[src/rtl/multicycle_control_pkg.sv]
`default_nettype none
// ============================================================================
// Module      : multicycle_control_pkg
// Description : Opcodes, FSM states and select codes for the multicycle control.
// Revision    : 1.0 - initial release
// ============================================================================
package multicycle_control_pkg;

   localparam logic [5:0] OP_RTYPE = 6'b000000;
   localparam logic [5:0] OP_LW    = 6'b100011;
   localparam logic [5:0] OP_SW    = 6'b101011;
   localparam logic [5:0] OP_BEQ   = 6'b000100;
   localparam logic [5:0] OP_J     = 6'b000010;
   localparam logic [5:0] OP_ADDI  = 6'b001000;

   localparam logic [1:0] ALUOP_ADD   = 2'b00;
   localparam logic [1:0] ALUOP_SUB   = 2'b01;
   localparam logic [1:0] ALUOP_FUNCT = 2'b10;

   localparam logic [1:0] SRCB_REG     = 2'b00;
   localparam logic [1:0] SRCB_FOUR    = 2'b01;
   localparam logic [1:0] SRCB_IMM     = 2'b10;
   localparam logic [1:0] SRCB_IMM_SH2 = 2'b11;

   localparam logic [1:0] PCSRC_ALU    = 2'b00;
   localparam logic [1:0] PCSRC_ALUOUT = 2'b01;
   localparam logic [1:0] PCSRC_JUMP   = 2'b10;

   typedef enum logic [3:0] {
      ST_FETCH     = 4'd0,
      ST_DECODE    = 4'd1,
      ST_MEM_ADDR  = 4'd2,
      ST_MEM_READ  = 4'd3,
      ST_MEM_WB    = 4'd4,
      ST_MEM_WRITE = 4'd5,
      ST_EXECUTE   = 4'd6,
      ST_R_WB      = 4'd7,
      ST_BRANCH    = 4'd8,
      ST_JUMP      = 4'd9,
      ST_ADDI_EXEC = 4'd10,
      ST_ADDI_WB   = 4'd11
   } state_t;

   typedef struct packed {
      logic       pc_en;
      logic       i_or_d;
      logic       mem_read;
      logic       mem_write;
      logic       ir_write;
      logic       mem_to_reg;
      logic       reg_dst;
      logic       reg_write;
      logic       alu_src_a;
      logic [1:0] alu_src_b;
      logic [1:0] alu_op;
      logic [1:0] pc_source;
   } ctrl_t;

   // Successor of DECODE; ST_FETCH means the opcode is not supported.
   function automatic state_t decode_opcode(logic [5:0] op, bit addi_en);
      state_t nxt;
      case (op)
         OP_RTYPE:     nxt = ST_EXECUTE;
         OP_LW, OP_SW: nxt = ST_MEM_ADDR;
         OP_BEQ:       nxt = ST_BRANCH;
         OP_J:         nxt = ST_JUMP;
         OP_ADDI:      nxt = addi_en ? ST_ADDI_EXEC : ST_FETCH;
         default:      nxt = ST_FETCH;
      endcase
      return nxt;
   endfunction

endpackage
`default_nettype wire

[src/rtl/multicycle_control_if.sv]
`default_nettype none
// ============================================================================
// Module      : multicycle_control_if
// Description : Datapath-facing bundle: decode inputs and control outputs.
// Revision    : 1.0 - initial release
// ============================================================================
interface multicycle_control_if;
   import multicycle_control_pkg::*;

   logic [5:0] opcode;
   logic       zero;
   logic       mem_ready;
   logic       pc_en;
   logic       i_or_d;
   logic       mem_read;
   logic       mem_write;
   logic       ir_write;
   logic       mem_to_reg;
   logic       reg_dst;
   logic       reg_write;
   logic       alu_src_a;
   logic [1:0] alu_src_b;
   logic [1:0] alu_op;
   logic [1:0] pc_source;
   logic       illegal;
   logic [3:0] state;

   modport master (
      input  opcode, zero, mem_ready,
      output pc_en, i_or_d, mem_read, mem_write, ir_write, mem_to_reg, reg_dst,
             reg_write, alu_src_a, alu_src_b, alu_op, pc_source, illegal, state
   );

   modport slave (
      output opcode, zero, mem_ready,
      input  pc_en, i_or_d, mem_read, mem_write, ir_write, mem_to_reg, reg_dst,
             reg_write, alu_src_a, alu_src_b, alu_op, pc_source, illegal, state
   );
endinterface
`default_nettype wire

[src/rtl/multicycle_control_decode.sv]
`default_nettype none
// ============================================================================
// Module      : multicycle_control_decode
// Description : Combinational state-to-control decoder for the multicycle FSM.
// Revision    : 1.0 - initial release
// ============================================================================
module multicycle_control_decode
   import multicycle_control_pkg::*;
(
   input  state_t i_state,
   input  logic   i_zero,
   input  logic   i_mem_ready,
   output ctrl_t  o_ctrl
);

   always_comb begin
      o_ctrl = '0;
      case (i_state)
         ST_FETCH: begin
            o_ctrl.mem_read  = 1'b1;
            o_ctrl.alu_src_b = SRCB_FOUR;
            o_ctrl.alu_op    = ALUOP_ADD;
            o_ctrl.pc_source = PCSRC_ALU;
            o_ctrl.ir_write  = i_mem_ready;
            o_ctrl.pc_en     = i_mem_ready;
         end
         ST_DECODE: begin
            o_ctrl.alu_src_b = SRCB_IMM_SH2;
            o_ctrl.alu_op    = ALUOP_ADD;
         end
         ST_MEM_ADDR, ST_ADDI_EXEC: begin
            o_ctrl.alu_src_a = 1'b1;
            o_ctrl.alu_src_b = SRCB_IMM;
            o_ctrl.alu_op    = ALUOP_ADD;
         end
         ST_MEM_READ: begin
            o_ctrl.mem_read = 1'b1;
            o_ctrl.i_or_d   = 1'b1;
         end
         ST_MEM_WB: begin
            o_ctrl.reg_write  = 1'b1;
            o_ctrl.mem_to_reg = 1'b1;
         end
         ST_MEM_WRITE: begin
            o_ctrl.mem_write = 1'b1;
            o_ctrl.i_or_d    = 1'b1;
         end
         ST_EXECUTE: begin
            o_ctrl.alu_src_a = 1'b1;
            o_ctrl.alu_src_b = SRCB_REG;
            o_ctrl.alu_op    = ALUOP_FUNCT;
         end
         ST_R_WB: begin
            o_ctrl.reg_write = 1'b1;
            o_ctrl.reg_dst   = 1'b1;
         end
         ST_BRANCH: begin
            o_ctrl.alu_src_a = 1'b1;
            o_ctrl.alu_src_b = SRCB_REG;
            o_ctrl.alu_op    = ALUOP_SUB;
            o_ctrl.pc_source = PCSRC_ALUOUT;
            o_ctrl.pc_en     = i_zero;
         end
         ST_JUMP: begin
            o_ctrl.pc_source = PCSRC_JUMP;
            o_ctrl.pc_en     = 1'b1;
         end
         ST_ADDI_WB: begin
            o_ctrl.reg_write = 1'b1;
         end
         default: ;
      endcase
   end

endmodule
`default_nettype wire

[src/rtl/multicycle_control.sv]
`default_nettype none
// ============================================================================
// Module      : multicycle_control
// Description : Main control FSM of the multicycle MIPS-subset datapath.
// Revision    : 1.0 - initial release
// ============================================================================
module multicycle_control
   import multicycle_control_pkg::*;
#(
   parameter bit ENABLE_ADDI = 1'b1
)(
   input  logic               clk,
   input  logic               reset,
   multicycle_control_if.master bus
);

   state_t r_state;
   state_t w_next_state;
   state_t w_decoded;
   ctrl_t  w_ctrl;
   ctrl_t  w_out;
   logic   w_illegal;

   always_ff @(posedge clk) begin
      if (reset) r_state <= ST_FETCH;
      else       r_state <= w_next_state;
   end

   always_comb begin
      w_next_state = ST_FETCH;
      w_illegal    = 1'b0;
      w_decoded    = decode_opcode(bus.opcode, ENABLE_ADDI);
      case (r_state)
         ST_FETCH:     w_next_state = bus.mem_ready ? ST_DECODE : ST_FETCH;
         ST_DECODE: begin
            w_next_state = w_decoded;
            w_illegal    = (w_decoded == ST_FETCH);
         end
         ST_MEM_ADDR: begin
            if (bus.opcode == OP_LW)      w_next_state = ST_MEM_READ;
            else if (bus.opcode == OP_SW) w_next_state = ST_MEM_WRITE;
            else                          w_next_state = ST_FETCH;
         end
         ST_MEM_READ:  w_next_state = bus.mem_ready ? ST_MEM_WB : ST_MEM_READ;
         ST_MEM_WRITE: w_next_state = bus.mem_ready ? ST_FETCH : ST_MEM_WRITE;
         ST_EXECUTE:   w_next_state = ST_R_WB;
         ST_ADDI_EXEC: w_next_state = ST_ADDI_WB;
         // Terminal states and unused encodings all return to FETCH.
         default:      w_next_state = ST_FETCH;
      endcase
   end

   multicycle_control_decode u_decode (
      .i_state     (r_state),
      .i_zero      (bus.zero),
      .i_mem_ready (bus.mem_ready),
      .o_ctrl      (w_ctrl)
   );

   // Reset silences every control line immediately, before the state register clears.
   assign w_out          = reset ? '0 : w_ctrl;
   assign bus.pc_en      = w_out.pc_en;
   assign bus.i_or_d     = w_out.i_or_d;
   assign bus.mem_read   = w_out.mem_read;
   assign bus.mem_write  = w_out.mem_write;
   assign bus.ir_write   = w_out.ir_write;
   assign bus.mem_to_reg = w_out.mem_to_reg;
   assign bus.reg_dst    = w_out.reg_dst;
   assign bus.reg_write  = w_out.reg_write;
   assign bus.alu_src_a  = w_out.alu_src_a;
   assign bus.alu_src_b  = w_out.alu_src_b;
   assign bus.alu_op     = w_out.alu_op;
   assign bus.pc_source  = w_out.pc_source;
   assign bus.illegal    = w_illegal & ~reset;
   assign bus.state      = reset ? 4'd0 : r_state;

endmodule
`default_nettype wire
[src/flat_wrapper.sv]
// flat-port wrapper written by rule: the top's interface ports become plain ports
module multicycle_control_flat import multicycle_control_pkg::*;
#(
   parameter bit ENABLE_ADDI = 1'b1
)
  (clk, reset, bus_opcode, bus_zero, bus_mem_ready, bus_pc_en, bus_i_or_d, bus_mem_read, bus_mem_write, bus_ir_write, bus_mem_to_reg, bus_reg_dst, bus_reg_write, bus_alu_src_a, bus_alu_src_b, bus_alu_op, bus_pc_source, bus_illegal, bus_state);
  multicycle_control_if bus_i ();
  input  logic clk;
  input  logic reset;
  input wire logic [$bits(bus_i.opcode)-1:0] bus_opcode;
  input wire logic [$bits(bus_i.zero)-1:0] bus_zero;
  input wire logic [$bits(bus_i.mem_ready)-1:0] bus_mem_ready;
  output wire logic [$bits(bus_i.pc_en)-1:0] bus_pc_en;
  output wire logic [$bits(bus_i.i_or_d)-1:0] bus_i_or_d;
  output wire logic [$bits(bus_i.mem_read)-1:0] bus_mem_read;
  output wire logic [$bits(bus_i.mem_write)-1:0] bus_mem_write;
  output wire logic [$bits(bus_i.ir_write)-1:0] bus_ir_write;
  output wire logic [$bits(bus_i.mem_to_reg)-1:0] bus_mem_to_reg;
  output wire logic [$bits(bus_i.reg_dst)-1:0] bus_reg_dst;
  output wire logic [$bits(bus_i.reg_write)-1:0] bus_reg_write;
  output wire logic [$bits(bus_i.alu_src_a)-1:0] bus_alu_src_a;
  output wire logic [$bits(bus_i.alu_src_b)-1:0] bus_alu_src_b;
  output wire logic [$bits(bus_i.alu_op)-1:0] bus_alu_op;
  output wire logic [$bits(bus_i.pc_source)-1:0] bus_pc_source;
  output wire logic [$bits(bus_i.illegal)-1:0] bus_illegal;
  output wire logic [$bits(bus_i.state)-1:0] bus_state;
  assign bus_i.opcode = bus_opcode;
  assign bus_i.zero = bus_zero;
  assign bus_i.mem_ready = bus_mem_ready;
  assign bus_pc_en = bus_i.pc_en;
  assign bus_i_or_d = bus_i.i_or_d;
  assign bus_mem_read = bus_i.mem_read;
  assign bus_mem_write = bus_i.mem_write;
  assign bus_ir_write = bus_i.ir_write;
  assign bus_mem_to_reg = bus_i.mem_to_reg;
  assign bus_reg_dst = bus_i.reg_dst;
  assign bus_reg_write = bus_i.reg_write;
  assign bus_alu_src_a = bus_i.alu_src_a;
  assign bus_alu_src_b = bus_i.alu_src_b;
  assign bus_alu_op = bus_i.alu_op;
  assign bus_pc_source = bus_i.pc_source;
  assign bus_illegal = bus_i.illegal;
  assign bus_state = bus_i.state;
  multicycle_control #(.ENABLE_ADDI(ENABLE_ADDI)) u_core (.clk(clk), .reset(reset), .bus(bus_i));
endmodule
[config.mk]
export PLATFORM = sky130hd
export DESIGN_NAME = multicycle_control_flat
export DESIGN_NICKNAME = d
export VERILOG_FILES = /design/src/rtl/multicycle_control_pkg.sv /design/src/rtl/multicycle_control_if.sv /design/src/rtl/multicycle_control_decode.sv /design/src/rtl/multicycle_control.sv /design/src/flat_wrapper.sv
export SDC_FILE = /design/constraint.sdc
export NUM_CORES = 1
export LEC_CHECK = 0
export ABC_AREA = 0
export BUFFER_PORTS_ARGS = -buffer_cell sky130_fd_sc_hd__buf_4
export CORE_MARGIN = 1.5
export CORE_UTILIZATION = 40
export DETAILED_ROUTE_END_ITERATION = 10
export PLACE_DENSITY_LB_ADDON = 0.12
export SETUP_SLACK_MARGIN = 0.1
export SLEW_MARGIN = 20
export SYNTH_ARGS = -nofsm -noshare
export SYNTH_HDL_FRONTEND = slang
export SYNTH_SLANG_ARGS = --single-unit
[constraint.sdc]
create_clock -name clk -period 4.4 [get_ports clk]
set_input_delay 0.66 -clock clk [delete_from_list [all_inputs] [get_ports clk]]
set_output_delay 0.66 -clock clk [all_outputs]
set_load 0.01 [all_outputs]
==> After elaboration in Yosys (flattened, before gate mapping) <==
Index checks and enable logic that the tools add are counted.
{ "op_classes": {"eq_ne": 16, "mux": 21, "bitwise": 2, "n_reduce_logical": 9} }
{ "ops": {"columns": ["operator", "n"], "rows": [
  ["case mux 4 bit (5 select lines)", 2],
  ["case mux 4 bit (7 select lines)", 1],
  ["== test 4 x 3 -> 1 bit (second input constant)", 4],
  ["== test 4 bit (second input constant)", 4],
  ["two-way mux 15 bit", 1],
  ["== test 6 bit (second input constant)", 2],
  ["two-way mux 1 bit", 10],
  ["two-way mux 3 bit", 3],
  ["== test 4 x 2 -> 1 bit (second input constant)", 2],
  ["logical NOT 4 bit", 2],
  ["two-way mux 4 bit", 2],
  ["OR reduction 2 bit", 4],
  ["== test 6 x 2 -> 1 bit (second input constant)", 1],
  ["== test 6 x 3 -> 1 bit (second input constant)", 1],
  ["== test 6 x 4 -> 1 bit (second input constant)", 1],
  ["logical NOT 6 bit", 1],
  ["== test 4 x 1 -> 1 bit (second input constant)", 1],
  ["case mux 2 bit (2 select lines)", 1],
  ["OR reduction 4 bit", 1],
  ["case mux 1 bit (3 select lines)", 1],
  ["OR reduction 3 bit", 1],
  ["bitwise AND 1 bit", 1],
  ["inverter 1 bit", 1]
]} }
{ "totals": {"register_bits": 4, "in_bits": 10, "elab_cells": 49} }

==> Longest topological paths before layout <==
{ "logic_depth": {"depth_word": 6, "depth_mapped": 5, "depth_no_buf": 4} }

==> Cells and area by module <==
Synthesis repeated with hierarchy kept, for this count alone.
{ "unflattened": {"hier_cells": 106, "hier_area_um2": 753.2} }
{ "modules_own_cells": {"columns": ["module", "instances", "cells_each", "area_per_inst_um2", "seq_area_each_um2"], "rows": [
  ["multicycle_control", 1, 75, 510.5, 80.1],
  ["multicycle_control_decode", 1, 31, 242.7, 0.0]
]} }

==> Worst setup path after synthesis <==
OpenSTA, ideal clock, no wires.
{ "synth_timing": {"path_kind": "input -> output", "start": "input port bus_mem_ready", "end": "output port bus_pc_en", "t_arrival_ps": 1581, "path_slack_ps": 2159, "stages": 2, "path_cell_list": "or3b_1 > a2111oi_1"} }
{ "synth_between": {"elab_chain_cells": 2} }
{ "synth_lines": {"columns": ["element", "line", "source"], "rows": [
  ["start, declared", "flat_wrapper.sv:12", "input wire logic [$bits(bus_i.mem_ready)-1:0] bus_mem_ready;"],
  ["case mux 1 bit (3 select lines)", "multicycle_control_decode.sv:18", "case (i_state)"],
  ["two-way mux 15 bit", "multicycle_control.sv:61", "assign w_out = reset ? '0 : w_ctrl;"],
  ["end, declared", "flat_wrapper.sv:13", "output wire logic [$bits(bus_i.pc_en)-1:0] bus_pc_en;"]
]} }
No other way between the ends.

==> Final worst setup path <==
{ "layout_timing": {"start": "register u_core.r_state[0]", "end": "output port bus_illegal"} }
{ "layout_between": {"elab_chain_cells": 3} }
{ "layout_lines": {"columns": ["element", "line", "source"], "rows": [
  ["start, declared", "multicycle_control.sv:17", "state_t r_state;"],
  ["start signal, assigned", "multicycle_control.sv:26", "else r_state <= w_next_state;"],
  ["== test 4 x 1 -> 1 bit", "multicycle_control.sv:33", "case (r_state)"],
  ["two-way mux 1 bit", "multicycle_control.sv:33", null],
  ["bitwise AND 1 bit", "multicycle_control.sv:74", "assign bus.illegal = w_illegal & ~reset;"],
  ["end, declared", "flat_wrapper.sv:25", "output wire logic [$bits(bus_i.illegal)-1:0] bus_illegal;"]
]} }
No other way between the ends.

==> run metrics <==
clock sinks=4; Tmin final=2.56 ns; Worst setup EP type=output port; DR WL/cell=13.1 um; number of vias per cell=5.81; clock tree from TritonCTS=done; critical path depth=4; Yosys Warn Count=0; Fin. Hold Viols=0; Worst-Skew Late Latency=0.24 ns; # IOs=30; Worst path slowest cell=dfxtp_1; asr flop ratio synth=0; vias in the first global route=521; Finished Cell Area=801 um^2; area grow syn2layout=38.2%; Crit path arrival time=1.90 ns; final core occ=0.608; Post-CTS Hold Buffers=0; Reg2Reg Setup Slack=2.59 ns; final worst setup slack=1.84 ns; FF-to-FF path depth=4; DRT Pass-1 Iters=4; CP cell instances=nand2b_1, or2_1, nor4_1, buf_4; # diodes=0; gr usage total=0.205; RSZ-0062 raised after global routing=no; row count=13; Worst VDD drop=0.0778 mV; Starting Density=0.440; maxcap violations=0; Worst-Margin Slew=0.668 ns; first-pass GRT wire length=2310 um; Lkg Pwr=0.351 nW; core area=1320 um^2; Worst Hold Depth=2; Post-synth EDFFs=0; die height=41.1 um; final WL=1630 um; Mapped Nets=95; status=complete, no violations; Final Cycle Share=0.582; CP Class=flop to output port; Mean Syn Cell Area=6.82 um^2; port bufs=29; die area=1690 um^2; die width=41.1 um; cts bufs inserted=3; Worst Min Path Start=reset; Final setup violation count=0; antenna viol nets, final=0; Post-Syn Area=579 um^2; root buffer cell=clkbuf_4; Worst Hold End=u_core.r_state[3]$_SDFF_PP0_; Crit Reg-Reg Endpoint=u_core.r_state[2]$_SDFF_PP0_; post-synthesis cell count=85; crit path buf inv count=1; pin count of the biggest net entering global routing=24; WP data required=3.74 ns; Post-CTS Repair Setup Buffers=0; fin cells=124; initial DRC count=7; initial antenna violation count=0; Crit Path Max Fanout=21; placed insts=121; Min-Delay Path Class=primary input to flop; Post-DP Area=778 um^2; Largest Register=u_core.r_state; max reg flops=4; slowest stage delay, CP=0.70 ns; area of the multi-input gates=462 um^2; Reg area=80.1 um^2; sequential element share of the synthesized area=0.138; count of final max-slew check failures=0; Most used DFF post-synth=dfxtp_1; DRC=0; final net count=121; Post-CTS Resized=0; Fmax achieved=390 MHz; crit start category=flop; pre-CTS setup slack=2.05 ns; via count=721; Max clock buf depth=2; fillers=126; Fin Setup TNS=0 ns; PwrDens=151 nW/um^2; Clock Skew=0.00467 ns; biggest regs=u_core.r_state: 4 flops; routability cong.=0.762; reg2reg start=u_core.r_state[0]$_SDFF_PP0_; H-tree Lvls=1; clock transition at the registers of the reported paths=0.04 ns; #FFs+latches synth=4; grt ovf=0; CP top delay family=simple AND/OR/NAND/NOR gates; share of layout cells above drive strength 1=0.312; Distinct cells, synth=36; Max-slew headroom=0.554; post-detail-place hpwl=1100 um
==> cell type report <==
type | instances | share of cell area
multi-input cells | 73 | 0.577
repair buffers | 29 | 0.272
flip-flops and latches | 4 | 0.100
clock buffers | 3 | 0.0281
well taps | 15 | 0.0234
==> worst reg2reg max path: stages (launching register included) <==
cell and delay (ns):
dfxtp_1 0.70, nand2b_1 0.23, or2_1 0.30, or3_1 0.35, a31oi_1 0.16
==> through the flow <==
step | hold slack [ns] | power [mW]
2_1_floorplan | 0.630 | 0.0580
3_3_place_gp | 0.766 | 0.0748
3_5_place_dp | 0.770 | 0.0751
4_1_cts | 0.719 | 0.122
5_1_grt | 0.744 | 0.128
6_report | 0.724 | 0.121
==> power breakdown <==
group,total [mW],switching [mW],internal (mW)
logic,0.0343,0.0166,0.0178
clock network,0.0460,0.0155,0.0305
registers,0.0406,0.00346,0.0372
==> layer usage <==
layer / part of all wire / track usage
met5: 0 / 0
met4: 0.015 / 0.125
met3: 0.047 / 0.0163
met2: 0.49 / 0.316
met1: 0.44 / 0.271
==> worst max path at each step <==
stage                                       from          end  slack, ns
CTS                 u_core.r_state[0]$_SDFF_PP0_  bus_illegal       1.81
finish              u_core.r_state[0]$_SDFF_PP0_  bus_illegal       1.84
detailed placement                 bus_mem_ready    bus_pc_en       2.05
floorplan                          bus_mem_ready    bus_pc_en       2.16
global route        u_core.r_state[0]$_SDFF_PP0_  bus_illegal       1.69
global placement                   bus_mem_ready    bus_pc_en       2.05
==> cell usage in the layout, fill, tap and decap left out, drive strengths merged, types with 2 or more instances in the layout <==
master and n:
a21oi 5, buf 29, nand3b 2, nor4 5, a2111oi 2, nand2b 3
nor2 9, nor2b 7, nor3 4, clkbuf 3, dfxtp 4, o21ai 3
and3 3, or3b 2, nand2 5, or4 2, or3 2, a31oi 2
or2 2, nand3 2, xor2 3
==> cells by family (layout without fill, tap and decap cells) <==
| family | after synthesis | count (layout) | share of synthesized area |
|---|---|---|---|
| AOI/OAI and AO/OA | 19 | 19 | 0.222 |
| and+or+nand+nor | 50 | 50 | 0.512 |
| DFF | 4 | 4 | 0.138 |
| xor gates and xnor gates | 3 | 3 | 0.0454 |
| buffers and inverters | 8 | 32 | 0.0648 |
| muxes | 1 | 1 | 0.0173 |
==> synth_stat cells (3+ instances only) <==
cell type  number  area share
a21oi_1         5       0.043
and3_1          3       0.032
clkbuf_1        7       0.045
dfxtp_1         4        0.14
nand2_1         5       0.032
nand2b_1        3       0.032
nor2_1          9       0.058
nor2b_1         7       0.076
nor3_1          4       0.035
nor4_1          4       0.043
xor2_1          3       0.045
No activity file was read; power rests on OpenSTA's default activity.
